File: config.mk
export PLATFORM = sky130hd
export DESIGN_NAME = sccb_cfg_sequencer
export DESIGN_NICKNAME = d
export VERILOG_FILES = /design/src/rtl/sccb_pkg.sv /design/src/rtl/sccb_cfg_rom.sv /design/src/rtl/sccb_cfg_sequencer.sv
export SDC_FILE = /design/constraint.sdc
export NUM_CORES = 1
export LEC_CHECK = 0
export ABC_AREA = 1
export BUFFER_PORTS_ARGS = -buffer_cell sky130_fd_sc_hd__clkbuf_2
export CORE_UTILIZATION = 60
export DETAILED_ROUTE_END_ITERATION = 6
export GPL_ROUTABILITY_DRIVEN = 0
export PLACE_DENSITY = 0.86
export SKIP_LAST_GASP = 1
export SYNTH_ARGS = -nofsm -noshare
export SYNTH_HDL_FRONTEND = slang
export SYNTH_SLANG_ARGS = --single-unit
File: constraint.sdc
create_clock -name SYSCLK -period 3.1 [get_ports SYSCLK]
set_input_delay 0.155 -clock SYSCLK [delete_from_list [all_inputs] [get_ports SYSCLK]]
set_output_delay 0.155 -clock SYSCLK [all_outputs]
set_load 0.02 [all_outputs]
File: src/rtl/sccb_pkg.sv
// Shared types and constants for the SCCB power-up configuration sequencer.
package sccb_pkg;

    typedef enum logic [2:0] {
        S_IDLE  = 3'd0,
        S_FETCH = 3'd1,
        S_ISSUE = 3'd2,
        S_WAIT  = 3'd3,
        S_DELAY = 3'd4,
        S_DONE  = 3'd5,
        S_ERROR = 3'd6
    } seq_state_e;

    localparam logic [15:0] END_MARK         = 16'hFFFF;
    localparam logic [7:0]  DELAY_TAG        = 8'hF0;
    localparam logic [7:0]  DEFAULT_SLAVE_ID = 8'h42;

    // A table entry whose upper byte is the delay tag is a pause, not a bus write.
    function automatic logic is_delay_tag(input logic [7:0] hi_byte);
        return (hi_byte == DELAY_TAG);
    endfunction

endpackage

File: src/rtl/sccb_cfg_rom.sv
// Configuration table: ROM_DEPTH x 16 entries with a registered read port.
module sccb_cfg_rom
    import sccb_pkg::*;
#(
    parameter int                      ROM_DEPTH = 64,
    parameter logic [ROM_DEPTH*16-1:0] ROM_INIT  = {ROM_DEPTH{END_MARK}}
) (
    input  logic        clk,
    input  logic [5:0]  addr,
    output logic [15:0] data
);

    logic [15:0] tbl_s [64];
    logic [15:0] data_r;

    // Slots beyond the populated depth read back as the end marker.
    for (genvar i = 0; i < 64; i++) begin : g_tbl
        if (i < ROM_DEPTH) begin : g_used
            assign tbl_s[i] = ROM_INIT[i*16 +: 16];
        end else begin : g_pad
            assign tbl_s[i] = END_MARK;
        end
    end

    // Synchronous table read.
    always_ff @(posedge clk) begin
        data_r <= tbl_s[addr];
    end

    assign data = data_r;

endmodule

File: src/rtl/sccb_cfg_sequencer.sv
// Walks the configuration table after start, issuing SCCB writes and ms delays,
// with per-entry NACK retries and a completion timeout.
module sccb_cfg_sequencer
    import sccb_pkg::*;
#(
    parameter int                      ROM_DEPTH      = 64,
    parameter logic [7:0]              SLAVE_ID       = DEFAULT_SLAVE_ID,
    parameter int                      MS_CYCLES      = 10000,
    parameter int                      MAX_RETRY      = 3,
    parameter int                      TIMEOUT_CYCLES = 65535,
    parameter logic [ROM_DEPTH*16-1:0] ROM_INIT       = {ROM_DEPTH{END_MARK}}
) (
    input  logic       SYSCLK,
    input  logic       SYSRESET,
    input  logic       start,
    output logic       wr_req,
    output logic [7:0] wr_id,
    output logic [7:0] wr_reg,
    output logic [7:0] wr_data,
    input  logic       wr_busy,
    input  logic       wr_done,
    input  logic       wr_nack,
    output logic       busy,
    output logic       done,
    output logic       error,
    output logic [5:0] err_index
);

    localparam int         TW       = $clog2(TIMEOUT_CYCLES + 1);
    localparam int         DW       = $clog2(255 * MS_CYCLES + 1);
    localparam int         RW       = $clog2(MAX_RETRY + 2);
    localparam logic [5:0] LAST_IDX = 6'(ROM_DEPTH - 1);

    seq_state_e    state_r, state_nxt_s;
    logic          fetch_ph_r;
    logic [5:0]    idx_r;
    logic          past_end_r;
    logic [RW-1:0] retry_r;
    logic [TW-1:0] wait_cnt_r;
    logic [DW-1:0] dly_cnt_r;
    logic [15:0]   entry_r;
    logic [15:0]   rom_data_s;
    logic          go_s, advance_s, retry_s, fire_s, decode_s;
    logic          wr_req_r, busy_r, done_r, error_r;
    logic [7:0]    wr_id_r, wr_reg_r, wr_data_r;
    logic [5:0]    err_index_r;

    sccb_cfg_rom #(
        .ROM_DEPTH (ROM_DEPTH),
        .ROM_INIT  (ROM_INIT)
    ) u_rom (
        .clk  (SYSCLK),
        .addr (idx_r),
        .data (rom_data_s)
    );

    assign decode_s = (state_r == S_FETCH) && fetch_ph_r;

    // Next-state and single-cycle control strobes.
    always_comb begin
        state_nxt_s = state_r;
        go_s        = 1'b0;
        advance_s   = 1'b0;
        retry_s     = 1'b0;
        fire_s      = 1'b0;
        case (state_r)
            S_IDLE, S_DONE, S_ERROR: begin
                if (start) begin
                    state_nxt_s = S_FETCH;
                    go_s        = 1'b1;
                end else begin
                    state_nxt_s = state_r;
                end
            end
            S_FETCH: begin
                if (!fetch_ph_r) begin
                    state_nxt_s = S_FETCH;
                end else if (past_end_r || (rom_data_s == END_MARK)) begin
                    state_nxt_s = S_DONE;
                end else if (is_delay_tag(rom_data_s[15:8])) begin
                    state_nxt_s = S_DELAY;
                end else begin
                    state_nxt_s = S_ISSUE;
                end
            end
            S_ISSUE: begin
                if (wr_busy) begin
                    state_nxt_s = S_ISSUE;
                end else begin
                    state_nxt_s = S_WAIT;
                    fire_s      = 1'b1;
                end
            end
            S_WAIT: begin
                // A completion on the final timeout cycle still counts.
                if (wr_done) begin
                    if (!wr_nack) begin
                        state_nxt_s = S_FETCH;
                        advance_s   = 1'b1;
                    end else if (retry_r < RW'(MAX_RETRY)) begin
                        state_nxt_s = S_ISSUE;
                        retry_s     = 1'b1;
                    end else begin
                        state_nxt_s = S_ERROR;
                    end
                end else if (wait_cnt_r == TW'(TIMEOUT_CYCLES - 1)) begin
                    state_nxt_s = S_ERROR;
                end else begin
                    state_nxt_s = S_WAIT;
                end
            end
            S_DELAY: begin
                if (dly_cnt_r <= DW'(1)) begin
                    state_nxt_s = S_FETCH;
                    advance_s   = 1'b1;
                end else begin
                    state_nxt_s = S_DELAY;
                end
            end
            default: begin
                state_nxt_s = S_IDLE;
            end
        endcase
    end

    // State, counters and registered outputs.
    always_ff @(posedge SYSCLK) begin
        if (SYSRESET) begin
            state_r     <= S_IDLE;
            fetch_ph_r  <= 1'b0;
            idx_r       <= 6'd0;
            past_end_r  <= 1'b0;
            retry_r     <= '0;
            wait_cnt_r  <= '0;
            dly_cnt_r   <= '0;
            entry_r     <= 16'h0000;
            wr_req_r    <= 1'b0;
            wr_id_r     <= 8'h00;
            wr_reg_r    <= 8'h00;
            wr_data_r   <= 8'h00;
            busy_r      <= 1'b0;
            done_r      <= 1'b0;
            error_r     <= 1'b0;
            err_index_r <= 6'd0;
        end else begin
            state_r    <= state_nxt_s;
            fetch_ph_r <= (state_r == S_FETCH) && !fetch_ph_r;

            // The index saturates; stepping past the last slot raises past_end_r instead.
            if (go_s) begin
                idx_r      <= 6'd0;
                past_end_r <= 1'b0;
            end else if (advance_s) begin
                if (idx_r == LAST_IDX) begin
                    past_end_r <= 1'b1;
                end else begin
                    idx_r <= idx_r + 6'd1;
                end
            end

            if (go_s || advance_s) begin
                retry_r <= '0;
            end else if (retry_s) begin
                retry_r <= retry_r + RW'(1);
            end

            if ((state_r == S_WAIT) && (state_nxt_s == S_WAIT)) begin
                wait_cnt_r <= wait_cnt_r + TW'(1);
            end else begin
                wait_cnt_r <= '0;
            end

            if (decode_s) begin
                entry_r   <= rom_data_s;
                dly_cnt_r <= DW'(rom_data_s[7:0]) * DW'(MS_CYCLES);
            end else if ((state_r == S_DELAY) && (dly_cnt_r != '0)) begin
                dly_cnt_r <= dly_cnt_r - DW'(1);
            end

            // Write fields change only when a request is launched, so they stay put until wr_done.
            wr_req_r <= fire_s;
            if (fire_s) begin
                wr_id_r   <= SLAVE_ID;
                wr_reg_r  <= entry_r[15:8];
                wr_data_r <= entry_r[7:0];
            end

            busy_r  <= (state_nxt_s == S_FETCH) || (state_nxt_s == S_ISSUE) ||
                       (state_nxt_s == S_WAIT)  || (state_nxt_s == S_DELAY);
            done_r  <= (state_nxt_s == S_DONE);
            error_r <= (state_nxt_s == S_ERROR);
            if ((state_nxt_s == S_ERROR) && (state_r != S_ERROR)) begin
                err_index_r <= idx_r;
            end
        end
    end

    assign wr_req    = wr_req_r;
    assign wr_id     = wr_id_r;
    assign wr_reg    = wr_reg_r;
    assign wr_data   = wr_data_r;
    assign busy      = busy_r;
    assign done      = done_r;
    assign error     = error_r;
    assign err_index = err_index_r;

endmodule

# Yosys cells after proc, flatten, opt, wreduce, memory -nomap -nowiden
# Memories as Yosys holds them, arrays and structs flattened. A register that Yosys moved wholly into a read port is not among the register bits.
# Index checks and enable logic that the tools add are counted.
# classes
addsub	4
mul	1
magnitude_cmp	2
eq_ne	17
muxes	25
bitwise_logic	3
n_reduce_logical	21
# op_table
cell	count
$mux W22	2
$eq A16 B16 Y1 const B	2
$mux W3	9
$le A22 B1 Y1 const B	1
$reduce_bool A22 Y1	1
$sub A22 B1 Y22 const B	1
$eq A3 B3 Y1 const B	6
$mul A8 B10 Y18 const B	1
$add A16 B1 Y16 const B	1
$pmux W3 S5	1
$eq A3 B2 Y1 const B	4
$mux W1	12
$eq A8 B8 Y1 const B	1
$reduce_or A2 Y1	4
$not A6 Y7	1
$add A6 B1 Y6 const B	1
$eq A3 B1 Y1 const B	2
$eq A6 B6 Y1 const B	1
$logic_and A1 B1 Y1	5
$logic_or A1 B1 Y1	5
$reduce_and A2 Y1	2
$add A3 B1 Y3 const B	1
$logic_not A3 Y1	1
$lt A3 B2 Y1 const B	1
other kinds (6)	7
# word_totals
register_bits	95
mem_bits_ro	1024
inputBits	6
output_inout_bits	34
wordCells	91
mem_count	1
# memory_table
name	words	width	rd	rd_clocked_by_memory_dff	wr	line	source
(name not given)	64	16	1	1	0	sccb_cfg_rom.sv:27	data_r <= tbl_s[addr];

# Longest topological paths before layout
# Gate-level depths: netlist (run 1).
# depth
depth_word	9
ltp_mapped	12

# By module
# A second synthesis (run 1) with hierarchy kept.
# hier_totals
cells_unflattened	846
hier_area_um2	6033.3
# modules_own_cells
mod	instances	cells_each	area_each_um2	seq_area_each_um2
sccb_cfg_sequencer	1	829	5909.4	1901.8
sccb_cfg_rom	1	17	123.9	0.0

# Least setup slack after synthesis (run 1)
# No wires, ideal clock.
# synth_path
kind	register to register
from	register dly_cnt_r[0]
to	register dly_cnt_r[6]
t_arrival_ns	1.557
slack_ns	1.416
path_stages_with_launch	11
period_less_slack_ns	1.684
cell_sequence	dfxtp_1 -> inv_1 -> ha_1 -> nand2_4 -> nor2_4 -> nand3_2 -> nand2_4 -> buf_2 -> o21ai_0 -> a21oi_1 -> nor2_1
# synth_between
elab_chain_len	3
# synth_rtl
item	line	source
from (decl)	sccb_cfg_sequencer.sv:40	logic [DW-1:0] dly_cnt_r;
from (signal assigned)	sccb_cfg_sequencer.sv:175	dly_cnt_r <= DW'(rom_data_s[7:0]) * DW'(MS_CYCLES);
from (signal assigned)	sccb_cfg_sequencer.sv:177	dly_cnt_r <= dly_cnt_r - DW'(1);
$sub A22 B1 Y22 / $reduce_bool A22 Y1 (equally long branches)	sccb_cfg_sequencer.sv:177, sccb_cfg_sequencer.sv:176	
$mux W22 / $logic_and A1 B1 Y1 (equally long branches)	sccb_cfg_sequencer.sv:176	end else if ((state_r == S_DELAY) && (dly_cnt_r != '0)) begin
$mux W22 / $reduce_bool A2 Y1 (equally long branches)	--	
# Several ways; a longest one is shown, not always the timed one. The select of a mux whose other input is x is not followed.
# A chain may end at the register's enable or synchronous reset.

# Final worst setup path (run 1)
# layout_path
from	register dly_cnt_r[0]
to	register dly_cnt_r[19]
# Same word-level chain as after synthesis.

==> results of run 1 <==
power by group:
group	internal, uW	total [uW]	leakage [uW]	switching [uW]
Sequential	843	868	0.000517	24.8
Clock	385	691	0.0000989	307
Combinational	138	397	0.00114	258
through the flow:
step	cell area (sq um)	hold WS, ns	instances
2_1_floorplan	3690	0.233	536
3_3_place_gp	3710	0.364	610
3_5_place_dp	3710	0.358	610
4_1_cts	3910	0.243	626
5_1_grt	3910	0.287	626
6_report	3910	0.255	626
cell usage in the layout (no fill, tap or decap), types with 3 or more instances in the layout:
cell type,n
o21ai_1,5
nand4_1,12
inv_1,49
inv_2,6
conb_1,6
nor3_1,8
xnor2_1,4
o21ai_0,6
a21oi_1,43
nand2_1,107
nor2_1,74
nor2_2,15
ha_1,6
clkbuf_2,33
clkinv_2,3
nand3_2,3
clkbuf_8,10
dfxtp_1,64
xor2_1,15
nand3_1,48
nand2_2,3
nor2_4,5
nand3b_1,8
cells by family (layout without fill, tap and decap cells):
| logic type | after synthesis | after routing | share of synthesized area [%] |
|---|---|---|---|
| AOI/OAI and AO/OA | 58 | 58 | 8.19 |
| buffers and inverters | 91 | 106 | 12.3 |
| and+or+nand+nor | 292 | 292 | 37.9 |
| DFF | 64 | 64 | 34.9 |
| other | 1 | 6 | 0.102 |
| adders and majority gates | 6 | 6 | 2.05 |
| xor gates and xnor gates | 19 | 19 | 4.54 |
critical path, delay by kind of cell, from the launching register on:
family / cells / cell delay [ns]
and+or+nand+nor: 6 / 0.87
adders and majority gates: 1 / 0.29
AOI/OAI and AO/OA: 1 / 0.14
DFF: 1 / 0.34
buffers and inverters: 2 / 0.30
worst min-delay path by stage:
stage / from / to / slack (ns) / cells past startpoint
2_1_floorplan: wr_busy / wr_req$_SDFF_PP0_ / 0.23 / 1
3_3_place_gp: wr_busy / wr_req$_SDFF_PP0_ / 0.36 / 2
3_5_place_dp: wr_busy / wr_req$_SDFF_PP0_ / 0.36 / 2
4_1_cts: wr_nack / retry_r[1]$_SDFFE_PP0P_ / 0.24 / 5
5_1_grt: start / retry_r[2]$_SDFFE_PP0P_ / 0.29 / 4
6_report: wr_nack / retry_r[1]$_SDFFE_PP0P_ / 0.25 / 5
Yosys cell counts:
master,count
inv_1,49
nand3_2,3
xor2_1,15
buf_4,23
buf_2,5
nand2_1,107
o21ai_1,5
nor2_1,74
nor2_4,5
nor2_2,15
nand2_2,3
xnor2_1,4
buf_6,2
o21bai_1,2
nor3b_2,1
inv_2,6
o31ai_1,1
buf_1,2
clkbuf_1,3
nor3_2,2
nand2_4,2
inv_4,1
ha_1,6
a211oi_1,1
nor2_8,1
nand4_1,12
nor3b_1,1
o21ai_0,6
nand3b_1,8
or2_2,2
dfxtp_1,64
nor3_1,8
a21oi_1,43
conb_1,1
nand3_1,48
layer usage:
layer | wire [microns] | vias to the layer above | track usage, % | part of all wire [%]
li1 | - | 1703 | - | -
met1 | 3300 | 1533 | 28.4 | 43
met2 | 3850 | 109 | 45.1 | 50
met3 | 429 | 18 | 4.43 | 5.5
met4 | 152 | 0 | 12.7 | 2.0
met5 | 0 | - | 0 | 0
area by class of cell:
cell class / instances / share of cell area (%)
Clock buffer: 11 / 3.62
Clock inverter: 4 / 1.15
Inverter: 56 / 5.44
Multi-Input combinational cell: 381 / 50.0
Sequential cell: 64 / 32.8
Tap cell: 75 / 2.40
Timing Repair Buffer: 35 / 4.67
==> metrics.md, run 1 <==
| Metric | Value |
|---|---|
| Status | finished, final reports clean |
| Area delta synth->final | 6.62% |
| Flop-to-flop setup slack | 1.06 ns |
| Reg2reg start | dly_cnt_r[0]$_SDFFE_PP0P_ |
| CP Capture Type | flip-flop |
| Die height | 80.2 microns |
| Via count | 3,363 |
| Most frequent CP cell | nand2_4 |
| Clk Latency, worst-skew pair | 0.35 ns |
| Starting density of the core | 61.9% |
| FF/Latch Area | 1280 sq um |
| Synth top area share | 34.9% |
| Final core occ | 66.0% |
| Ant. Diodes | 0 |
| # IOs | 40 |
| Leading area contributor after synthesis | dfxtp_1 |
| Pin count of the biggest net entering global routing | 27 |
| Fmax | 490 MHz |
| Full die area | 6430 sq um |
| Port bufs | 33 |
| Starting DRT DRC Count | 209 |
| Multi-input gate area | 1950 sq um |
| Ranking of synthesized cells by area | dfxtp_1, nand2_1, nor2_1 |
| Power Total | 1960 uW |
| Fin crit period | 2.04 ns |
| Cts hold-fix bufs | 1 |
| Final hold violations | 0 |
| Final setup fails | 0 |
| Syn Area/Cell | 6.91 sq um |
| Critical path peak fanout | 18 |
| Crit path max-delay cell type | dfxtp_1 |
| Yosys cell types | 35 |
| CORE AREA | 5920 sq um |
| Row cnt | 28 |
| Worst VDD drop | 0.425 mV |
| Crit path kind | reg -> reg |
| Grt ovf | 0 |
| Max reg flops | 22 |
| Yosys reg bits | 64 |
| Slew @ Worst Pin | 0.575 ns |
| WP data required | 3.37 ns |
| Largest registers | dly_cnt_r: 22 flops, wait_cnt_r: 16 flops |
| CTS HTree Levels | 3 |
| Layout cells sized above 1 | 16.2% |
| Total Nets Final | 559 |
| Post-route clock period utilization | 65.8% |
| Critical-path cell list | inv_1 -> ha_1 -> nand2_4 -> nor2_4 -> nand3_2 -> nand2_4 -> inv_4 -> nor2_8 -> nand2_1 -> a21oi_1 |
| First-pass GRT wire length | 12,500 microns |
| Crit path launch type | flip-flop |
| CTS resizes | 0 |
| GRT Total Usage | 25.1% |
| Fill cells | 492 |
| Slew headroom | 61.5% |
| DRC | 0 |
| Pre-antenna DRT Iters | 6 |
| Cell Area, Synth | 3670 sq um |
| WL per Instance | 12.4 microns |
| Seq/Total Area, Yosys | 34.9% |
| Hold Crit Class | in -> reg |
| TritonCTS sink count | 64 |
| Clock Skew | 0.00848 ns |
| Warnings from Yosys | 0 |
| Reg-to-Reg End | dly_cnt_r[19]$_SDFFE_PP0P_ |
| Total Wirelength | 7730 microns |
| Clock-pin slew on the worst setup and hold paths | 0.07 ns |
| Post-DP HPWL | 5580 microns |
| Die Wd | 80.2 microns |
| Top reg by flops | dly_cnt_r |
| Clock root buffer | clkbuf_8 |
| Crit path to | dly_cnt_r[19]$_SDFFE_PP0P_ |
| CTS Buf Count | 9 |
| Reg2reg path depth | 10 |
| Setup Buffers After CTS | 0 |
| Data arrival, critical path | 2.31 ns |
| CP startpoint | dly_cnt_r[0]$_SDFFE_PP0P_ |
| LEAKAGE | 0.00176 uW |
| Vias in the first global route | 3,019 |
| Setup_tns | 0 ns |
| Pwr dens | 500 nW/um^2 |
| Cells after synthesis | 531 |
| RSZ-0062 raised after global routing | no |
| Final worst slack | 1.06 ns |
| Vias/cell | 5.37 |
| Buffers from clock root to sink, at most | 2 |
| Final Max Slew Viols | 0 |
| TritonCTS clock tree | built |
| Antenna Violating Nets Remaining | 0 |
| Initial antenna violation count | 0 |
| Dpl ws | 1.08 ns |
| Crit path largest cell delay | 0.34 ns |
| Max-cap violations | 0 |
Note: power is estimated with default switching activity, not from simulation.
==> run 2, diff against run 1 <==
Settings changed: ABC_AREA 1 to 0, CORE_UTILIZATION 60 to 52, PLACE_DENSITY 0.86 to 0.8.
Clock period 3.1 ns to 1.7 ns, I/O delays scaled along.
==> metrics.md, run 2 <==
| Metric | Value |
|---|---|
| Starting DRT DRC Count | 373 (was 209) |
| Slew @ Worst Pin | 0.743 ns (was 0.575 ns) |
| Dpl ws | -0.463 ns (was 1.08 ns) |
| Slew headroom | 50.4% (was 61.5%) |
| Finished Cell Area | 4730 sq um (was 3910 sq um) |
| Pwr dens | 733 nW/um^2 (was 500 nW/um^2) |
| Clock-pin slew on the worst setup and hold paths | 0.08 ns (was 0.07 ns) |
| Post-route clock period utilization | 127% (was 65.8%) |
| CTS HTree Levels | 3 (unchanged) |
| Crit path launch type | flip-flop (unchanged) |
| Leading area contributor after synthesis | dfxtp_1 (unchanged) |
| Final worst slack | -0.463 ns (was 1.06 ns) |
| Buffers from clock root to sink, at most | 2 (unchanged) |
| Clock root buffer | clkbuf_8 (unchanged) |
| Cell Area, Synth | 3300 sq um (was 3670 sq um) |
| Fin crit period | 2.16 ns (was 2.04 ns) |
| Area after DPL | 4010 sq um (was 3710 sq um) |
| Pin count of the biggest net entering global routing | 18 (was 27) |
| Ranking of synthesized cells by area | dfxtp_1, buf_4, nor2_1 (was dfxtp_1, nand2_1, nor2_1) |
| Critical path peak fanout | 7 (was 18) |
| Clock Skew | 0.0141 ns (was 0.00848 ns) |
| Synth top cells by count | dfxtp_1, nor2_1, nand2_1 (was nand2_1, nor2_1, dfxtp_1) |
| Via count | 3,466 (was 3,363) |
| CORE AREA | 6030 sq um (was 5920 sq um) |
| Hold worst-path end | wr_id[1]$_SDFFE_PP0P_ (was retry_r[1]$_SDFFE_PP0P_) |
| Max reg flops | 22 (unchanged) |
| EDFF count, synth | 0 (unchanged) |
| Failing checks | negative setup slack |
| Largest registers | dly_cnt_r: 22 flops, wait_cnt_r: 16 flops (unchanged) |
| Total Nets Final | 499 (was 559) |
| Antenna Violating Nets Remaining | 0 (unchanged) |
| WP data required | 1.98 ns (was 3.37 ns) |
| Die Wd | 81.6 microns (was 80.2 microns) |
| Reg2reg start | dly_cnt_r[5]$_SDFFE_PP0P_ (was dly_cnt_r[0]$_SDFFE_PP0P_) |
| CP Capture Type | flip-flop (unchanged) |
| Hold_sp | wr_busy (was wr_nack) |
| First-pass GRT wire length | 14,700 microns (was 12,500 microns) |
| Full die area | 6660 sq um (was 6430 sq um) |
| Data arrival, critical path | 2.44 ns (was 2.31 ns) |
| GRT Total Usage | 29.6% (was 25.1%) |
| Pre-antenna DRT Iters | 6 (unchanged) |
| Ant. Diodes | 0 (unchanged) |
| DRC | 0 (unchanged) |
| Layout cells sized above 1 | 43.9% (was 16.2%) |
| Commonest non-fill, non-tap cells in the layout | buf_4, dfxtp_1, nor2_1, clkbuf_2, nand2_1 (was nand2_1, nor2_1, dfxtp_1) |
| Crit path kind | reg -> reg (unchanged) |
| RSZ-0062 raised after global routing | yes (was no) |
| Final Max Slew Viols | 0 (unchanged) |
| # IOs | 40 (unchanged) |
| Starting density of the core | 54.7% (was 61.9%) |
| Fmax | 462 MHz (was 490 MHz) |
| Top reg by flops | dly_cnt_r (unchanged) |
| Clk Latency, worst-skew pair | 0.35 ns (about the same) |
| TritonCTS clock tree | built (unchanged) |
| Syn Area/Cell | 8.58 sq um (was 6.91 sq um) |
| Yosys cell types | 53 (was 35) |
| Commonest non-fill, non-tap cell in the layout | buf_4 (was nand2_1) |
| Flop-to-flop setup slack | -0.46 ns (was 1.06 ns) |
| Yosys reg bits | 64 (unchanged) |
| Die height | 81.6 microns (was 80.2 microns) |
| Reg-to-Reg End | idx_r[5]$_SDFFE_PP0P_ (was dly_cnt_r[19]$_SDFFE_PP0P_) |
| Cells after synthesis | 384 (was 531) |
| Worst Hold Path Cells | 4 (was 5) |
| Grt ovf | 0 (unchanged) |
| Row cnt | 28 (unchanged) |
| Ys async rst share | 0% (unchanged) |
| Reg2reg path depth | 6 (was 10) |
| Final hold slack | 0.0979 ns (was 0.255 ns) |
| Seq/Total Area, Yosys | 38.9% (was 34.9%) |
| Total Wirelength | 10,800 microns (was 7730 microns) |
| Vias in the first global route | 3,261 (was 3,019) |
| Area delta synth->final | 43.6% (was 6.62%) |
| Warnings from Yosys | 0 (unchanged) |
| LEAKAGE | 0.00187 uW (was 0.00176 uW) |
| Status | complete, but fails checks (was finished, final reports clean) |
| Synth top area share | 38.9% (was 34.9%) |
| Vias/cell | 6.11 (was 5.37) |
| Final setup fails | 46 (was 0) |
| Hold Crit Class | in -> reg (unchanged) |
| Post-synth top flop | dfxtp_1 (unchanged) |
| CTS Buf Count | 9 (unchanged) |
| TritonCTS sink count | 64 (unchanged) |
| Initial antenna violation count | 0 (unchanged) |
| Worst VDD drop | 0.540 mV (was 0.425 mV) |
| Port bufs | 33 (unchanged) |
| Final hold violations | 0 (unchanged) |
| Max-cap violations | 0 (unchanged) |
| WL per Instance | 19.1 microns (was 12.4 microns) |
| Post-DP HPWL | 5700 microns (was 5580 microns) |
| Most common cell in the synthesized netlist | dfxtp_1 (was nand2_1) |
==> run 2: cell types whose count changed in the layout (fill, tap and decap cells not counted), sizes merged, moves of 14 or more <==
cell   delta
buf      +87
inv      -46
mux2i    +14
nor2     -51
a21oi    -26
nand2    -77
nand3    -41
==> run 2: power breakdown <==
part / total (uW) / switching [uW] / leakage (uW) / internal, uW
sequential: 1550 / 21.0 / 0.000522 / 1530
clock: 1230 / 661 / 0.0000926 / 573
combinational: 684 / 386 / 0.00125 / 298
==> run 2: area by class of cell <==
type / count / area [sq um]
Timing Repair Buffer: 122 / 941
Tap cell: 75 / 93.8
Clock inverter: 6 / 43.8
Multi-Input combinational cell: 281 / 2190
Clock buffer: 10 / 138
Inverter: 9 / 33.8
Sequential cell: 64 / 1290
Fill cell: 350 / 1290
==> run 2: timing repair <==
item,CTS,global route
setup buffers,11,6
gates cloned,1,0
hold buffers,0,0
endpoints found under the hold margin,0,0
endpoints found under the setup margin,51,57
pin swaps,21,28
gates resized for setup,48,47
==> run 2: per-stage QoR <==
step                      total power, uW  instances  setup TNS (ns)  util [%]
after detailed placement             2050        535          -12.44      66.6
after global placement               2030        535           -9.85      66.6
after floorplan                      1850        389           -6.49         -
after CTS                            3340        563           -9.38      74.9
final                                3470        567          -13.77      78.5
after global routing                 3560        567          -15.82      78.5
==> run 2: kinds of logic (layout without fill, tap and decap cells) <==
kind of cell / after synthesis / in the layout / synth area share [%]
buf+inv: 44 / 147 / 7.59
fa+ha+maj: 6 / 6 / 2.28
simple gates: 168 / 168 / 26.6
xor+xnor: 28 / 28 / 7.44
compound gates: 59 / 59 / 12.8
flops: 64 / 64 / 38.9
other cells: 1 / 6 / 0.114
mux: 14 / 14 / 4.25
==> run 2: worst max-delay path by stage <==
| stage | cells after the start | slack (ns) | start | to |
|---|---|---|---|---|
| floorplan | 6 | -0.30 | dly_cnt_r[5]$_SDFFE_PP0P_ | dly_cnt_r[13]$_SDFFE_PP0P_ |
| global placement | 5 | -0.42 | dly_cnt_r[5]$_SDFFE_PP0P_ | busy$_SDFF_PP0_ |
| detailed placement | 5 | -0.46 | dly_cnt_r[5]$_SDFFE_PP0P_ | idx_r[4]$_SDFFE_PP0P_ |
| CTS | 5 | -0.39 | dly_cnt_r[5]$_SDFFE_PP0P_ | busy$_SDFF_PP0_ |
| global route | 6 | -0.50 | dly_cnt_r[5]$_SDFFE_PP0P_ | idx_r[5]$_SDFFE_PP0P_ |
| finish | 6 | -0.46 | dly_cnt_r[5]$_SDFFE_PP0P_ | idx_r[5]$_SDFFE_PP0P_ |
==> run 2: worst max-delay path, stage by stage (launching register included) <==
cell and delay (ns):
dfxtp_2 0.33, or3_4 0.40, or3_4 0.35, or3_4 0.50, buf_6 0.16, a21oi_4 0.12, mux2i_1 0.22
==> run 2: layer usage <==
layer / up-vias / track usage (%) / share of wire, %
met1: 1626 / 32.8 / 39
met5: - / 0 / 0
met2: 240 / 50.2 / 48
met4: 0 / 21.1 / 5.4
met3: 64 / 6.11 / 7.7
li1: 1536 / - / -
